===== src/rtl/mandel_iter_update_if.sv =====
// mandel_iter_update_if: job handshake plus multiplier feed/return bus of the iteration stage
interface mandel_iter_update_if #(
   parameter int W  = 32,
   parameter int IW = 16
);
   logic          start, busy, done, escaped;
   logic [W-1:0]  c_re, c_im, a_out, b_out, a0_out, b0_out;
   logic [W-1:0]  aa_in, bb_in, ab_in, a0_in, b0_in;
   logic [IW-1:0] max_iter, iter_count;
   modport master (
      output start, c_re, c_im, max_iter, aa_in, bb_in, ab_in, a0_in, b0_in,
      input  busy, done, escaped, iter_count, a_out, b_out, a0_out, b0_out
   );
   modport slave (
      input  start, c_re, c_im, max_iter, aa_in, bb_in, ab_in, a0_in, b0_in,
      output busy, done, escaped, iter_count, a_out, b_out, a0_out, b0_out
   );
endinterface


===== src/rtl/mandel_iter_update.sv =====
// mandel_iter_update: escape test and z <- z^2 + c update closing the fractal iteration loop
module mandel_iter_update #(
   parameter int W       = 32,
   parameter int FRAC    = 28,
   parameter int IW      = 16,
   parameter int MUL_LAT = 1
) (
   input logic aclk,
   input logic ld,
   mandel_iter_update_if.slave m
);
   localparam int WW = MUL_LAT > 1 ? $clog2(MUL_LAT + 1) : 1;
   localparam logic signed [W:0] FOUR = (W+1)'(4) << FRAC;
   // state bit 0 is busy, bit 1 is done, so both flags come straight from flops
   typedef enum logic [1:0] {IDLE = 2'b00, RUN = 2'b01, DONE = 2'b10} state_t;
   state_t state, state_n;
   logic [WW-1:0] wt, wt_n;
   logic [W-1:0] a, a_n, b, b_n, a0, a0_n, b0, b0_n;
   logic [IW-1:0] it, it_n, mi, mi_n, it_inc;
   logic esc, esc_n, over;
   logic signed [W:0] mag;
   logic [W-1:0] nxt_a, nxt_b;
   // a negative square can only come from multiplier overflow, so it escapes too
   assign mag = $signed({m.aa_in[W-1], m.aa_in}) + $signed({m.bb_in[W-1], m.bb_in});
   assign over = mag > FOUR || m.aa_in[W-1] || m.bb_in[W-1];
   assign nxt_a = m.aa_in - m.bb_in + m.a0_in;
   assign nxt_b = {m.ab_in[W-2:0], 1'b0} + m.b0_in;
   assign it_inc = it + 1'b1;
   always_ff @(posedge aclk) begin
      if (ld) begin
         state <= IDLE;
         wt    <= '0;
         a     <= '0;
         b     <= '0;
         a0    <= '0;
         b0    <= '0;
         it    <= '0;
         mi    <= '0;
         esc   <= 1'b0;
      end else begin
         state <= state_n;
         wt    <= wt_n;
         a     <= a_n;
         b     <= b_n;
         a0    <= a0_n;
         b0    <= b0_n;
         it    <= it_n;
         mi    <= mi_n;
         esc   <= esc_n;
      end
   end
   always_comb begin
      state_n = state;
      wt_n    = wt;
      a_n     = a;
      b_n     = b;
      a0_n    = a0;
      b0_n    = b0;
      it_n    = it;
      mi_n    = mi;
      esc_n   = esc;
      if (state != RUN && m.start) begin
         a_n     = '0;
         b_n     = '0;
         a0_n    = m.c_re;
         b0_n    = m.c_im;
         it_n    = '0;
         mi_n    = m.max_iter;
         esc_n   = 1'b0;
         wt_n    = '0;
         state_n = m.max_iter == '0 ? DONE : RUN;
      end else if (state == RUN) begin
         wt_n = wt + 1'b1;
         if (wt == WW'(MUL_LAT)) begin
            if (over) begin
               esc_n   = 1'b1;
               state_n = DONE;
            end else begin
               a_n     = nxt_a;
               b_n     = nxt_b;
               it_n    = it_inc;
               wt_n    = '0;
               state_n = it_inc == mi ? DONE : RUN;
            end
         end
      end
   end
   assign m.a_out      = a;
   assign m.b_out      = b;
   assign m.a0_out     = a0;
   assign m.b0_out     = b0;
   assign m.busy       = state[0];
   assign m.done       = state[1];
   assign m.escaped    = esc;
   assign m.iter_count = it;
endmodule


===== src/flat_wrapper.sv =====
// flat-port wrapper written by rule: the top's interface ports become plain ports
module mandel_iter_update_flat 
#(
   parameter int W       = 32,
   parameter int FRAC    = 28,
   parameter int IW      = 16,
   parameter int MUL_LAT = 1
)
  (aclk, ld, m_start, m_c_re, m_c_im, m_max_iter, m_aa_in, m_bb_in, m_ab_in, m_a0_in, m_b0_in, m_busy, m_done, m_escaped, m_iter_count, m_a_out, m_b_out, m_a0_out, m_b0_out);
  mandel_iter_update_if #(.W(W), .IW(IW)) m_i ();
  input logic aclk;
  input logic ld;
  input wire logic [$bits(m_i.start)-1:0] m_start;
  input wire logic [$bits(m_i.c_re)-1:0] m_c_re;
  input wire logic [$bits(m_i.c_im)-1:0] m_c_im;
  input wire logic [$bits(m_i.max_iter)-1:0] m_max_iter;
  input wire logic [$bits(m_i.aa_in)-1:0] m_aa_in;
  input wire logic [$bits(m_i.bb_in)-1:0] m_bb_in;
  input wire logic [$bits(m_i.ab_in)-1:0] m_ab_in;
  input wire logic [$bits(m_i.a0_in)-1:0] m_a0_in;
  input wire logic [$bits(m_i.b0_in)-1:0] m_b0_in;
  output wire logic [$bits(m_i.busy)-1:0] m_busy;
  output wire logic [$bits(m_i.done)-1:0] m_done;
  output wire logic [$bits(m_i.escaped)-1:0] m_escaped;
  output wire logic [$bits(m_i.iter_count)-1:0] m_iter_count;
  output wire logic [$bits(m_i.a_out)-1:0] m_a_out;
  output wire logic [$bits(m_i.b_out)-1:0] m_b_out;
  output wire logic [$bits(m_i.a0_out)-1:0] m_a0_out;
  output wire logic [$bits(m_i.b0_out)-1:0] m_b0_out;
  assign m_i.start = m_start;
  assign m_i.c_re = m_c_re;
  assign m_i.c_im = m_c_im;
  assign m_i.max_iter = m_max_iter;
  assign m_i.aa_in = m_aa_in;
  assign m_i.bb_in = m_bb_in;
  assign m_i.ab_in = m_ab_in;
  assign m_i.a0_in = m_a0_in;
  assign m_i.b0_in = m_b0_in;
  assign m_busy = m_i.busy;
  assign m_done = m_i.done;
  assign m_escaped = m_i.escaped;
  assign m_iter_count = m_i.iter_count;
  assign m_a_out = m_i.a_out;
  assign m_b_out = m_i.b_out;
  assign m_a0_out = m_i.a0_out;
  assign m_b0_out = m_i.b0_out;
  mandel_iter_update #(.W(W), .FRAC(FRAC), .IW(IW), .MUL_LAT(MUL_LAT)) u_core (.aclk(aclk), .ld(ld), .m(m_i));
endmodule

===== config.mk =====
export PLATFORM = sky130hd
export DESIGN_NAME = mandel_iter_update_flat
export DESIGN_NICKNAME = d
export VERILOG_FILES = /design/src/rtl/mandel_iter_update_if.sv /design/src/rtl/mandel_iter_update.sv /design/src/flat_wrapper.sv
export SDC_FILE = /design/constraint.sdc
export NUM_CORES = 1
export LEC_CHECK = 0
export BUFFER_PORTS_ARGS = -buffer_cell sky130_fd_sc_hd__buf_2
export CORE_MARGIN = 5
export CORE_UTILIZATION = 35
export DETAILED_ROUTE_END_ITERATION = 12
export GPL_TIMING_DRIVEN = 0
export SETUP_SLACK_MARGIN = 0.5
export SYNTH_ARGS = -nofsm -noshare
export SYNTH_HDL_FRONTEND = slang
export SYNTH_SLANG_ARGS = --single-unit

===== constraint.sdc =====
create_clock -name aclk -period 8.9 [get_ports aclk]
set_clock_uncertainty 0.2 [all_clocks]
set_input_delay 1.335 -clock aclk [delete_from_list [all_inputs] [get_ports aclk]]
set_output_delay 1.335 -clock aclk [all_outputs]
set_load 0.02 [all_outputs]

## Word level (Yosys, flattened, before mapping)

Index checks and enable logic that the tools add are counted.

- Register bits: 164
- Latch bits: 0
- RAM bits: 0
- Bits in read-only memories: 0
- Bits of input ports: 243
- Output and inout bits: 147
- Memories kept: 0

- $add $sub $neg: 6
- $mul: 0
- Divide/modulo/power cells: 0
- $lt $le $gt $ge: 1
- Eq/ne operators: 3
- Shift-type cells: 0
- Mux-type cells: 8
- Bitwise logic cells: 1
- Reduce and logical (&&, ||, !) cells: 10

Operators with widths:

| operator | number |
|---|---|
| adder 32 bit | 2 |
| adder 32 x 32 -> 33 bit | 1 |
| > comparator 33 x 32 -> 1 bit (second input constant) | 1 |
| subtractor 32 bit | 1 |
| adder 16 x 1 -> 16 bit (second input constant) | 1 |
| == test 16 bit | 1 |
| logical NOT 16 bit | 1 |
| 2-to-1 mux 2 bit | 6 |
| AND reduction 3 bit | 2 |
| nonzero test 2 bit | 2 |
| == test 2 x 1 -> 1 bit (second input constant) | 1 |
| logical OR 1 bit | 2 |
| 2-to-1 mux 1 bit | 2 |
| != test 2 x 1 -> 1 bit (second input constant) | 1 |
| AND reduction 2 bit | 1 |
| OR reduction 2 bit | 1 |
| adder 1 bit (second input constant) | 1 |
| logical AND 1 bit | 1 |
| NOT 1 bit | 1 |

## Depth between registers and ports, before layout

- Word-level depth: 8
- Depth in mapped cells: 17
- Mapped depth without buffers: 17

## Least setup slack after synthesis

No wires, ideal clock.

- Kind: input -> register
- Start: input port m_bb_in[0]
- End: register u_core.b[1], in the netlist u_core.m.b_out[1]
- Setup time: 0.131 ns
- Arrival time: 4.493 ns
- Data required time: 8.569 ns
- Slack: 4.076 ns
- Stages on the path: 16
- Buffers on the path: 2
- Cells stage by stage: ha_1 -> inv_1 -> fa_1 -> nor2b_1 -> o221a_2 -> o211ai_2 -> a2111oi_1 -> nor2_1 -> xnor2_1 -> nor3_1 -> o2111ai_4 -> a21oi_4 -> buf_6 -> buf_6 -> mux2i_1 -> nor2_1

- Longest elaborated chain between the ends: 6

Ends and longest elaborated chain:

| element | RTL line | text |
|---|---|---|
| start: declaration | flat_wrapper.sv:18 | `input wire logic [$bits(m_i.bb_in)-1:0] m_bb_in;` |
| adder 32 x 32 -> 33 bit | mandel_iter_update.sv:24 | `assign mag = $signed({m.aa_in[W-1], m.aa_in}) + $signed({m.bb_in[W-1], m.bb_in});` |
| > comparator 33 x 32 -> 1 bit | mandel_iter_update.sv:25 | `assign over = mag > FOUR \|\| m.aa_in[W-1] \|\| m.bb_in[W-1];` |
| logical OR 1 bit (2 in a row) | mandel_iter_update.sv:25 |  |
| NOT 1 bit (no line) | - |  |
| AND reduction 3 bit (no line) | - |  |
| end signal: assignment | mandel_iter_update.sv:44 | `b <= b_n;` |
| end: declaration | mandel_iter_update.sv:18 | `logic [W-1:0] a, a_n, b, b_n, a0, a0_n, b0, b0_n;` |

Every way passes these cells.
A chain may end at the register's enable or synchronous reset.

## Worst setup path in the final report

- Start: input port m_bb_in[20]
- End: register u_core.a[31], in the netlist u_core.m.a_out[31]

- Longest elaborated chain between the ends: 6

Ends and longest elaborated chain:

| element | RTL line | text |
|---|---|---|
| adder 32 x 32 -> 33 bit | mandel_iter_update.sv:24 |  |
| > comparator 33 x 32 -> 1 bit | mandel_iter_update.sv:25 |  |
| logical OR 1 bit (2 in a row) | mandel_iter_update.sv:25 |  |
| NOT 1 bit (no line) | - |  |
| AND reduction 3 bit (no line) | - |  |
| end signal: assignment | mandel_iter_update.sv:43 | `a <= a_n;` |
| end: declaration | mandel_iter_update.sv:18 |  |

Several ways; a longest one is shown, not always the timed one.

==> run_results.csv <==
group,metric,value,unit
outcome,status,"completed",
drt,ant_nets,0,
worst_setup_path,critPathTopFamily,"compound AO/OA/AOI/OAI gates",
sta,finalCritPeriodShare,0.6321,
worst_setup_path,critPathMaxStageDelay,780,ps
flow_run,cap_violations,0,
cts,cts.htree.levels,4,
sta,finalMaxSlewViolations,0,
global_route,grt_pass1_vias,12870,
synthesis,synthAdderAreaFrac,0.1469,
sta,fin_crit,5626,ps
synthesis,yosysSeqAreaShare,0.2607,
global_route,grt_pass1_wl,69280,um
layout,drive_above_1_share,0.2273,
layout,syn2layout_area_growth,24.36,%
cts,cts_buffers,17,
synthesis,synth_edf_count,0,
cts,clk_pin_slew,70,ps
cts,cts_tree,"yes",
worst_setup_path,arrival,5800,ps
floorplan,start_util,0.3540,
synthesis,syn_inst,1670,
worst_setup_path,critPathCaptureType,"register",
synthesis,ys_ff_latch,164,
drt,vias,13310,
synthesis,yosys_warnings,0,
pwr,power.density,146.9,nW/um2
placed_design,placed_cell_area,15110,um2
synthesis,synth_xor_xnor_area_share,0.06955,
synthesis,synthArstFlopShare,0,
synthesis,netlist_area,12590,um2
floorplan,rows,69,
synthesis,ys_types,77,
drt,routed_wl,45580,um
sta,rsz0062_at_grt,"false",
synthesis,syn_nets,2041,
worst_setup_path,critPathKind,"input pin to register",
drt,vias_per_cell,5.214,
layout,layout_commonest_cell,"buf_2",
synthesis,synthFlopType,"dfxtp_1",
worst_setup_path,crit_path_top_delay_cell,"a2111oi_0",
layout,nets,2448,
drt,firstDrtPassIters,6,
pwr,power_leakage,7.582,nW
worst_setup_path,crit_top_cell,"o2111ai_1",
cts,cts_resized,0,
sta,finalSetupViolCount,0,
pwr,total_power,2.300,mW
synthesis,synth_top_family_by_area,"compound AO/OA/AOI/OAI gates",
cts,clockBufferDepth,2,
cts,cts-root-buf,"clkbuf_16",
placed_design,io_buffers,388,
worst_setup_path,reg2reg_slack,5080,ps
worst_setup_path,crit_chain,"buf_2 > ha_1 > clkbuf_1 > a21oi_1 > o21ai_0 > a2111oi_0 > o2111ai_1 > nor4_1 > and4_1 > o2111ai_4 > a21oi_4 > buf_6 > buf_4 > o2111ai_1 > o21ai_1",
sta,max_freq,177.8,MHz
min_path,whs_endpoint,"u_core.m.a_out[4]",
layout,final_cell_mix,"buf_2 (405), nand2_1 (277), a21oi_1 (164), dfxtp_1 (164), inv_1 (149)",
synthesis,synthSimpleGateAreaFrac,0.2115,
worst_setup_path,required,9070,ps
sta,relSlewSlack,0.3235,
floorplan,dieArea,39870,um2
cts,clk_latency,440,ps
placed_design,hpwl,38010,um
pwr,peakVddDrop,0.1366,mV
global_route,grt_overflow,0,
layout,fillers,3758,
worst_setup_path,timing.critical_path.buf_inv,4,
layout,layout.area.seq,3283,um2
cts,postCtsHoldBufs,0,
drt,drt_iter0_drc,718,
cts,cts_setup_buffers,0,
sta,tns,0,ps
layout,postLayoutCellArea,15660,um2
min_path,hp-start,"u_core.m.a_out[4]",
layout,multi_input_area,8398,um2
drt,drc,0,
drt,wl_per_cell,17.86,um
global_route,antenna_found_initial,4,
global_route,grt_usage,0.2189,
worst_setup_path,cp_max_fo,10,
global_route,grt_max_degree,17,
cts,clkSinkCount,164,
floorplan,dieWidth,199.7,um
sta,tightest_slew,989.2,ps
floorplan,ios,390,
placed_design,place.gp.congestion,0.9103,
min_path,hold_path_class,"register to register",
sta,hold_viol_final,0,
synthesis,synth_compound_area_frac,0.2286,
floorplan,core-area,35570,um2
synthesis,syn_avg_cell_area,7.540,um2
worst_setup_path,r2r-end,"u_core.state[1]",
floorplan,chipHeight,199.7,um
worst_setup_path,start_kind,"input pin",
min_path,whs_path_depth,2,
synthesis,synth.mux.area_fraction,0.01033,
worst_setup_path,reg2reg_depth,12,
worst_setup_path,r2r-start,"u_core.m.iter_count[0]",
[worst max path at each step]
stage / startpoint / to / cells past startpoint
floorplan: m_bb_in[0] / u_core.m.b_out[1] / 16
global placement: m_bb_in[20] / u_core.m.a_out[31] / 15
detailed placement: m_bb_in[0] / u_core.m.a_out[31] / 17
CTS: m_bb_in[20] / u_core.m.a_out[31] / 15
global route: m_bb_in[21] / u_core.m.a_out[31] / 16
finish: m_bb_in[20] / u_core.m.a_out[31] / 15
[where the power goes]
part / switching (mW) / internal (mW) / leakage (nW)
Clock: 0.337 / 0.365 / 0.266
Sequential: 0.0144 / 0.758 / 1.33
Combinational: 0.500 / 0.326 / 5.98
Total: 0.851 / 1.45 / 7.58
[cell families after synthesis]
kind of cell / after synthesis
flip-flops: 164
adder cells (fa/ha/maj): 128
XOR/XNOR: 100
AO/OA/AOI/OAI: 451
AND/OR/NAND/NOR: 586
buffers and inverters: 228
multiplexers: 13
[cell usage after synthesis (6+ instances only)]
| cell type | number | area, um2 |
|---|---|---|
| or4_1 | 6 | 45.04 |
| o21ai_1 | 50 | 250.2 |
| o2111ai_1 | 7 | 61.31 |
| nand4_1 | 24 | 150.1 |
| fa_1 | 33 | 660.6 |
| nor4_1 | 11 | 68.82 |
| and3_1 | 16 | 100.1 |
| nor3_1 | 26 | 130.1 |
| nand3_1 | 71 | 355.3 |
| nand2_1 | 277 | 1040 |
| o31ai_1 | 7 | 52.55 |
| mux2i_1 | 13 | 130.1 |
| nand2b_1 | 8 | 50.05 |
| nor3b_1 | 7 | 52.55 |
| a31oi_1 | 21 | 131.4 |
| inv_1 | 149 | 559.3 |
| o21ai_0 | 60 | 300.3 |
| o21bai_1 | 8 | 60.06 |
| o211ai_1 | 6 | 45.04 |
| a21o_1 | 33 | 247.7 |
| or3_1 | 8 | 50.05 |
| ha_1 | 95 | 1189 |
| xnor2_1 | 59 | 516.8 |
| a21oi_1 | 164 | 820.8 |
| nor2b_1 | 11 | 68.82 |
| a211o_1 | 6 | 52.55 |
| xor2_1 | 41 | 359.1 |
| a41o_1 | 10 | 100.1 |
| nor2_1 | 98 | 367.9 |
| o21a_1 | 10 | 75.07 |
| a211oi_2 | 7 | 87.58 |
| a211oi_1 | 11 | 82.58 |
| dfxtp_1 | 164 | 3283 |
| buf_2 | 17 | 85.08 |
| clkbuf_1 | 54 | 202.7 |
[metal layers]
layer | track usage | share of wire | up-vias
li1 | - | - | 6617
met1 | 0.2835 | 0.43 | 6188
met2 | 0.3695 | 0.47 | 421
met3 | 0.04822 | 0.070 | 72
met4 | 0.05887 | 0.024 | 8
met5 | 0 | 0.0012 | -
[final cells by class]
class,instances,share of cell area
Tap cell,461,0.03683
Multi-Input combinational cell,1278,0.5363
Timing Repair Buffer,388,0.1240
Clock inverter,14,0.007510
Clock buffer,18,0.02740
Sequential cell,164,0.2097
Antenna cell,1,0.0001598
Inverter,149,0.03571
Buffer,79,0.02245
[metrics by stage]
stage	instances	utilization	hold WS (ps)	setup WS [ps]
after global placement	2519	0.4248	235.1	2968
after detailed placement	2519	0.4248	240.1	2974
after global routing	2551	0.4402	259.3	2966
after floorplan	1670	-	247.8	4076
final	2552	0.4403	247.3	3274
after CTS	2551	0.4402	248.6	3424
[tightest hold or removal path, cell delays in order, from the launching register on]
cell,delay [ps]
dfxtp_1,310
nand2_1,50
o21ai_1,50
[flip-flops by register name, indices dropped and copies added (netlist names)]
name and count:
u_core.wt 1, u_core.state 2, u_core.m.b0_out 32, u_core.m.a0_out 32, u_core.mi 16, u_core.m.iter_count 16
u_core.m.b_out 32, u_core.m.escaped 1, u_core.m.a_out 32
Power figures use the tool's default switching activity.
